[src/rtl/trace_dump.sv]
// Trace RAM readout: after capture completes, streams DEPTH samples of one channel,
// oldest first, to the UART over valid/ready, then clears the capture-done flag.
module trace_dump #(
  parameter int DEPTH = 512,
  parameter int AW    = 9
) (
  input  logic          clk,
  input  logic          rst,
  input  logic          dump_start,
  input  logic [1:0]    dump_chan,
  input  logic          cap_done,
  input  logic [AW-1:0] trace_end,
  output logic          ram_en,
  output logic [1:0]    ram_sel,
  output logic [AW-1:0] ram_addr,
  input  logic [7:0]    ram_rdata,
  output logic [7:0]    tx_data,
  output logic          tx_valid,
  input  logic          tx_ready,
  output logic          busy,
  output logic          dump_done,
  output logic          clr_cap_done,
  output logic          dump_err
);

  typedef enum logic [2:0] {IDLE, READ, WAIT, SEND, DONE} state_t;

  localparam logic [AW-1:0] ONE  = AW'(1);
  localparam logic [AW-1:0] LAST = AW'(DEPTH - 1);

  state_t        state;
  logic [AW-1:0] cnt;

  always_ff @(posedge clk) begin
    if (rst) begin
      state        <= IDLE;
      cnt          <= '0;
      ram_en       <= 1'b0;
      ram_sel      <= 2'd0;
      ram_addr     <= '0;
      tx_data      <= 8'd0;
      tx_valid     <= 1'b0;
      busy         <= 1'b0;
      dump_done    <= 1'b0;
      clr_cap_done <= 1'b0;
      dump_err     <= 1'b0;
    end else begin
      ram_en       <= 1'b0;
      dump_done    <= 1'b0;
      clr_cap_done <= 1'b0;
      dump_err     <= 1'b0;
      case (state)
        IDLE: begin
          if (dump_start) begin
            if (cap_done) begin
              // Channel code 3 has no bank of its own and aliases CH1.
              ram_sel  <= (dump_chan == 2'd3) ? 2'd0 : dump_chan;
              ram_addr <= trace_end + ONE;
              cnt      <= '0;
              ram_en   <= 1'b1;
              busy     <= 1'b1;
              state    <= READ;
            end else begin
              dump_err <= 1'b1;
            end
          end
        end
        READ: state <= WAIT;
        WAIT: begin
          tx_data  <= ram_rdata;
          tx_valid <= 1'b1;
          state    <= SEND;
        end
        SEND: begin
          if (tx_ready) begin
            tx_valid <= 1'b0;
            if (cnt == LAST) begin
              dump_done    <= 1'b1;
              clr_cap_done <= 1'b1;
              state        <= DONE;
            end else begin
              cnt      <= cnt + ONE;
              ram_addr <= ram_addr + ONE;
              ram_en   <= 1'b1;
              state    <= READ;
            end
          end
        end
        DONE: begin
          busy  <= 1'b0;
          state <= IDLE;
        end
        default: state <= IDLE;
      endcase
    end
  end

endmodule
[config.mk]
export PLATFORM = sky130hd
export DESIGN_NAME = trace_dump
export DESIGN_NICKNAME = d
export VERILOG_FILES = /design/src/rtl/trace_dump.sv
export SDC_FILE = /design/constraint.sdc
export NUM_CORES = 1
export LEC_CHECK = 0
export BUFFER_PORTS_ARGS = -buffer_cell sky130_fd_sc_hd__buf_2
export CAP_MARGIN = 10
export CELL_PAD_IN_SITES_DETAIL_PLACEMENT = 1
export CELL_PAD_IN_SITES_GLOBAL_PLACEMENT = 2
export CORE_ASPECT_RATIO = 0.75
export CORE_MARGIN = 10
export CORE_UTILIZATION = 32
export CTS_CLUSTER_SIZE = 28
export DETAILED_ROUTE_END_ITERATION = 7
export PLACE_DENSITY_LB_ADDON = 0.15
export SYNTH_ARGS = -nofsm -noshare
export SYNTH_HDL_FRONTEND = slang
export SYNTH_SLANG_ARGS = --single-unit
[constraint.sdc]
create_clock -name clk -period 5 [get_ports clk]
set_input_delay 0.5 -clock clk [delete_from_list [all_inputs] [get_ports clk]]
set_output_delay 0.5 -clock clk [all_outputs]
set_load 0.01 [all_outputs]
**After elaboration in Yosys (flattened, before gate mapping)**

Index checks and enable logic that the tools add are counted.

- Register bits after elaboration: 36
- Input bits: 24
- Logic and storage cells: 66

- Add/subtract/negate cells: 3
- Eq/ne operators: 10
- Mux-type cells: 28
- Bitwise logic cells: 4
- Reductions and logical operators: 11

Operator list:

| operator | count |
|---|---|
| two-way mux 9 bit | 8 |
| one-hot mux 9 bit (2 select lines) | 2 |
| adder 9 x 1 -> 9 bit, second input constant | 3 |
| two-way mux 3 bit | 4 |
| one-hot mux 3 bit (4 select lines) | 1 |
| == test 9 bit, second input constant | 1 |
| two-way mux 1 bit | 9 |
| AND reduction 3 bit | 3 |
| inequality test 2 bit, second input constant | 4 |
| == test 3 x 2 -> 1 bit, second input constant | 2 |
| one-hot mux 1 bit (2 select lines) | 3 |
| nonzero test 2 bit | 3 |
| OR reduction 3 bit | 2 |
| AND reduction 5 bit | 1 |
| NOT 1 bit | 4 |
| == test 3 x 1 -> 1 bit, second input constant | 1 |
| == test 3 bit, second input constant | 1 |
| logical NOT 3 bit | 1 |
| == test 2 bit, second input constant | 1 |
| two-way mux 2 bit | 1 |
| AND reduction 2 bit | 1 |

**Longest topological paths before layout**

- Depth after elaboration: 4
- Depth in mapped cells: 10
- Mapped depth without buffers: 8

**Least setup slack after synthesis**

OpenSTA, ideal clock, no wires.

- Kind: register to register
- From: register state[0]
- To: register ram_addr[8]
- Setup time: 0.079 ns
- Arrival: 2.225 ns
- Required time: 4.921 ns
- Slack: 2.696 ns
- Stages on the path, launching flop included: 11
- Period minus slack after synthesis: 2.304 ns
- Path through: dfxtp_1 -> buf_2 -> and3b_1 -> clkbuf_1 -> nand2_1 -> nand2_1 -> ha_1 -> nand3_1 -> or4_1 -> a21o_1 -> o211ai_1

- Longest elaborated chain between the ends: 3
- Elaborated cells on any way between the ends: 9
- Classes of those cells: eq/ne (5); mux (1); reduce/logical (3)

Ends and longest elaborated chain:

| element | RTL line | source |
|---|---|---|
| start: declaration | 31 | `state_t state;` |
| start signal: assignment | 36 | `state <= IDLE;` |
| start signal: assignment | 62 | `state <= READ;` |
| start signal: assignment | 68 | `READ: state <= WAIT;` |
| == test 3 x 2 -> 1 bit / logical NOT 3 bit (equally long branches) | 52 | `case (state)` |
| inequality test 2 bit (no line) / nonzero test 2 bit (equally long branches) | - |  |
| AND reduction 5 bit (no line) | - |  |
| end signal: assignment | 58 | `ram_addr <= trace_end + ONE;` |
| end signal: assignment | 83 | `ram_addr <= ram_addr + ONE;` |
| end: declaration | 15 | `output logic [AW-1:0] ram_addr,` |

Parallel ways exist; a longest one is shown, timed or not.
A chain may end at the register's enable or synchronous reset.

**Worst setup path in the final report**

- From: register state[1]
- To: register ram_addr[8]

The elaborated chain is that of the path after synthesis.

==> flow_summary.ini <==
[synth]
synth_area_leaders = dfxtp_1 39%, nand2_1 8.5%, a21oi_1 7.0%
ys_seq_area_share_pct = 38.7
async_flop_share_pct = 0
syn-cell-area_um2 = 1860
yosysTopAreaCell = dfxtp_1
syn_nets = 257
avgSynthCellArea_um2 = 8.09
synthCells = 230
synthTopCellsByCount = 42 x nand2_1, 36 x dfxtp_1, 26 x a21oi_1, 11 x nor2_1, 8 x nand3_1
ys.flop_type = dfxtp_1
synth_warnings = 0
synth-edff-count = 0
yosysMostFrequentCell = nand2_1
ys_ff_latch = 36
synth_cell_types = 52
synth_top_area_share_pct = 38.7

[sta]
hold_violations = 0
fin_crit_sh_pct = 57.4
grt_setup_unrepaired = false
layout_setup_ws_ns = 2.13
fin_crit_ns = 2.87
worstMarginPinSlew_ns = 0.668
slew_violations = 0
setup_viol = 0
clock.fmax_ghz = 0.348
tns_ns = 0
maxSlewHeadroom_pct = 55.5
skew_ns = 0.00394

[critical_path]
crit_path_top_delay_cell = dfxtp_1
critPathCaptureType = flop
start_kind = flop
arrival_ns = 3.03
crit_chain = nand3b_1 -> mux2_2 -> ha_1 -> nand3_1 -> mux2_2 -> o311ai_0 -> o211ai_1
critPathKind = reg -> reg
cp_slowest_stage_delay_ns = 0.57
crit_required_ns = 5.16
cp_top_family = simple AND/OR/NAND/NOR gates
cp_common_cell = mux2_2
cp_num_buf_inv = 0
critPathMaxFanout = 15

[finish]
nets = 299
final_cell_area_um2 = 2250
instances_no_fill = 348
utilization_pct = 40.9
drive_gt1_share_pct = 23.1
syn_to_final_growth_pct = 20.7
antenna_cells = 0

[route]
dr.max_layer_used = met4
drt-met1-wl_um = 2950
via_count = 1852
via_per_inst = 5.32
wl_met2_um = 2390
drt_wl_total_um = 5750
route.met3.wl_um = 362
wire_per_inst_um = 16.5
drc_errors = 0
drtAntennaViolNets = 0
drt_iter0_drc = 57
dr.pass1.iters = 4

[cts]
cts_setup_buffers = 0
cts_tree = yes
cts_made_buffers = 5
clock_latency_ns = 0.29
root_buffer = clkbuf_8
h-tree-depth = 2
ctsResizeCount = 0
path_clk_slew_ns = 0.08
clock_sinks = 36
ctsHoldBuffers = 0
clockBufferDepth = 2

[place]
gp_congestion = 0.802
place_area_um2 = 2130
pre_cts_ws_ns = 2.17
place_inst = 340
dp_hpwl_um = 4240
portBuffers = 48

[die]
rows = 23
pin_count = 49
start_util_pct = 33.8
die_area_um2 = 9300
die_h_um = 86.0
core_area_um2 = 5500
die_x_um = 108

[power]
p_leak_nw = 0.864
irDropWorstVdd_uv = 116
pwr_density_cell_nw_per_um2 = 294

[grt]
grt_max_degree = 31
grt_use_total_pct = 12.0
first_global_vias = 1785
grt_first_pass_wirelength_um = 9150
overflow = 0
antenna_found_initial = 0

[run_status]
status = finished, final reports clean

[hold_path]
hold_path.class = in -> reg

[flow_run]
cap_violations = 0
## flip-flops by register name, indices dropped and copies added, names as in the netlist
register      flops
cnt               9
ram_addr          9
tx_data           8
state             3
ram_sel           2
busy              1
clr_cap_done      1
dump_err          1
ram_en            1
tx_valid          1
## metrics by stage
stage	power (mW)	hold slack, ns
6_report	0.661	0.438
5_1_grt	0.698	0.423
4_1_cts	0.671	0.430
3_5_place_dp	0.404	0.443
3_3_place_gp	0.403	0.439
2_1_floorplan	0.367	0.452
## worst register-to-register path, cell delays in order (launching register included)
cell and delay [ns]:
dfxtp_1 0.57, nand3b_1 0.51, mux2_2 0.40, ha_1 0.24
nand3_1 0.23, mux2_2 0.33, o311ai_0 0.33, o211ai_1 0.14
## placed cells by master, fill, tap and decap left out, drive strengths merged, types with 6 or more instances in the layout
master	Yosys	final
buf	6	48
nand2	42	42
dfxtp	36	36
a21oi	26	26
nor2	11	11
nand3	8	8
nor3	7	7
o211ai	6	6
inv	5	6
## final cells by class
type / count / area, µm²
well taps: 75 / 93.8
multi-input cells: 176 / 1060
repair buffers: 48 / 240
inverters: 5 / 18.8
fillers: 698 / 3250
flip-flops and latches: 36 / 721
clock inverters: 3 / 46.3
clock buffers: 5 / 68.8
## worst paths after layout
path	from	endpoint	slack [ns]	depth (start not counted)
worst max-delay path	state[1]	ram_addr[8]	2.13	7
worst min-delay path	ram_rdata[2]	tx_data[2]	0.44	3
worst max register to register	state[1]	ram_addr[8]	2.13	7
worst min register to register	ram_sel[0]	ram_sel[0]	0.45	2
## report_power, final
| group | switching (mW) | internal, mW |
|---|---|---|
| clock | 0.115 | 0.150 |
| sequential | 0.0139 | 0.298 |
| combinational | 0.0515 | 0.0323 |
## kinds of logic (layout without fill, tap and decap cells)
| group | Yosys count | after routing | synth area share (%) |
|---|---|---|---|
| xor gates and xnor gates | 4 | 4 | 1.88 |
| buffers and inverters | 18 | 61 | 4.44 |
| DFF | 36 | 36 | 38.7 |
| muxes | 3 | 3 | 1.75 |
| AOI/OAI and AO/OA | 62 | 62 | 21.6 |
| and+or+nand+nor | 104 | 104 | 29.6 |
| adders and majority gates | 3 | 3 | 2.02 |
## per-layer routing
layer / vias to the layer above / GRT usage (%)
met3: 5 / 4.93
li1: 937 / -
met2: 34 / 16.8
met4: 0 / 3.27
met1: 876 / 16.4
met5: - / 0
Note: power is estimated with default switching activity, not from simulation.
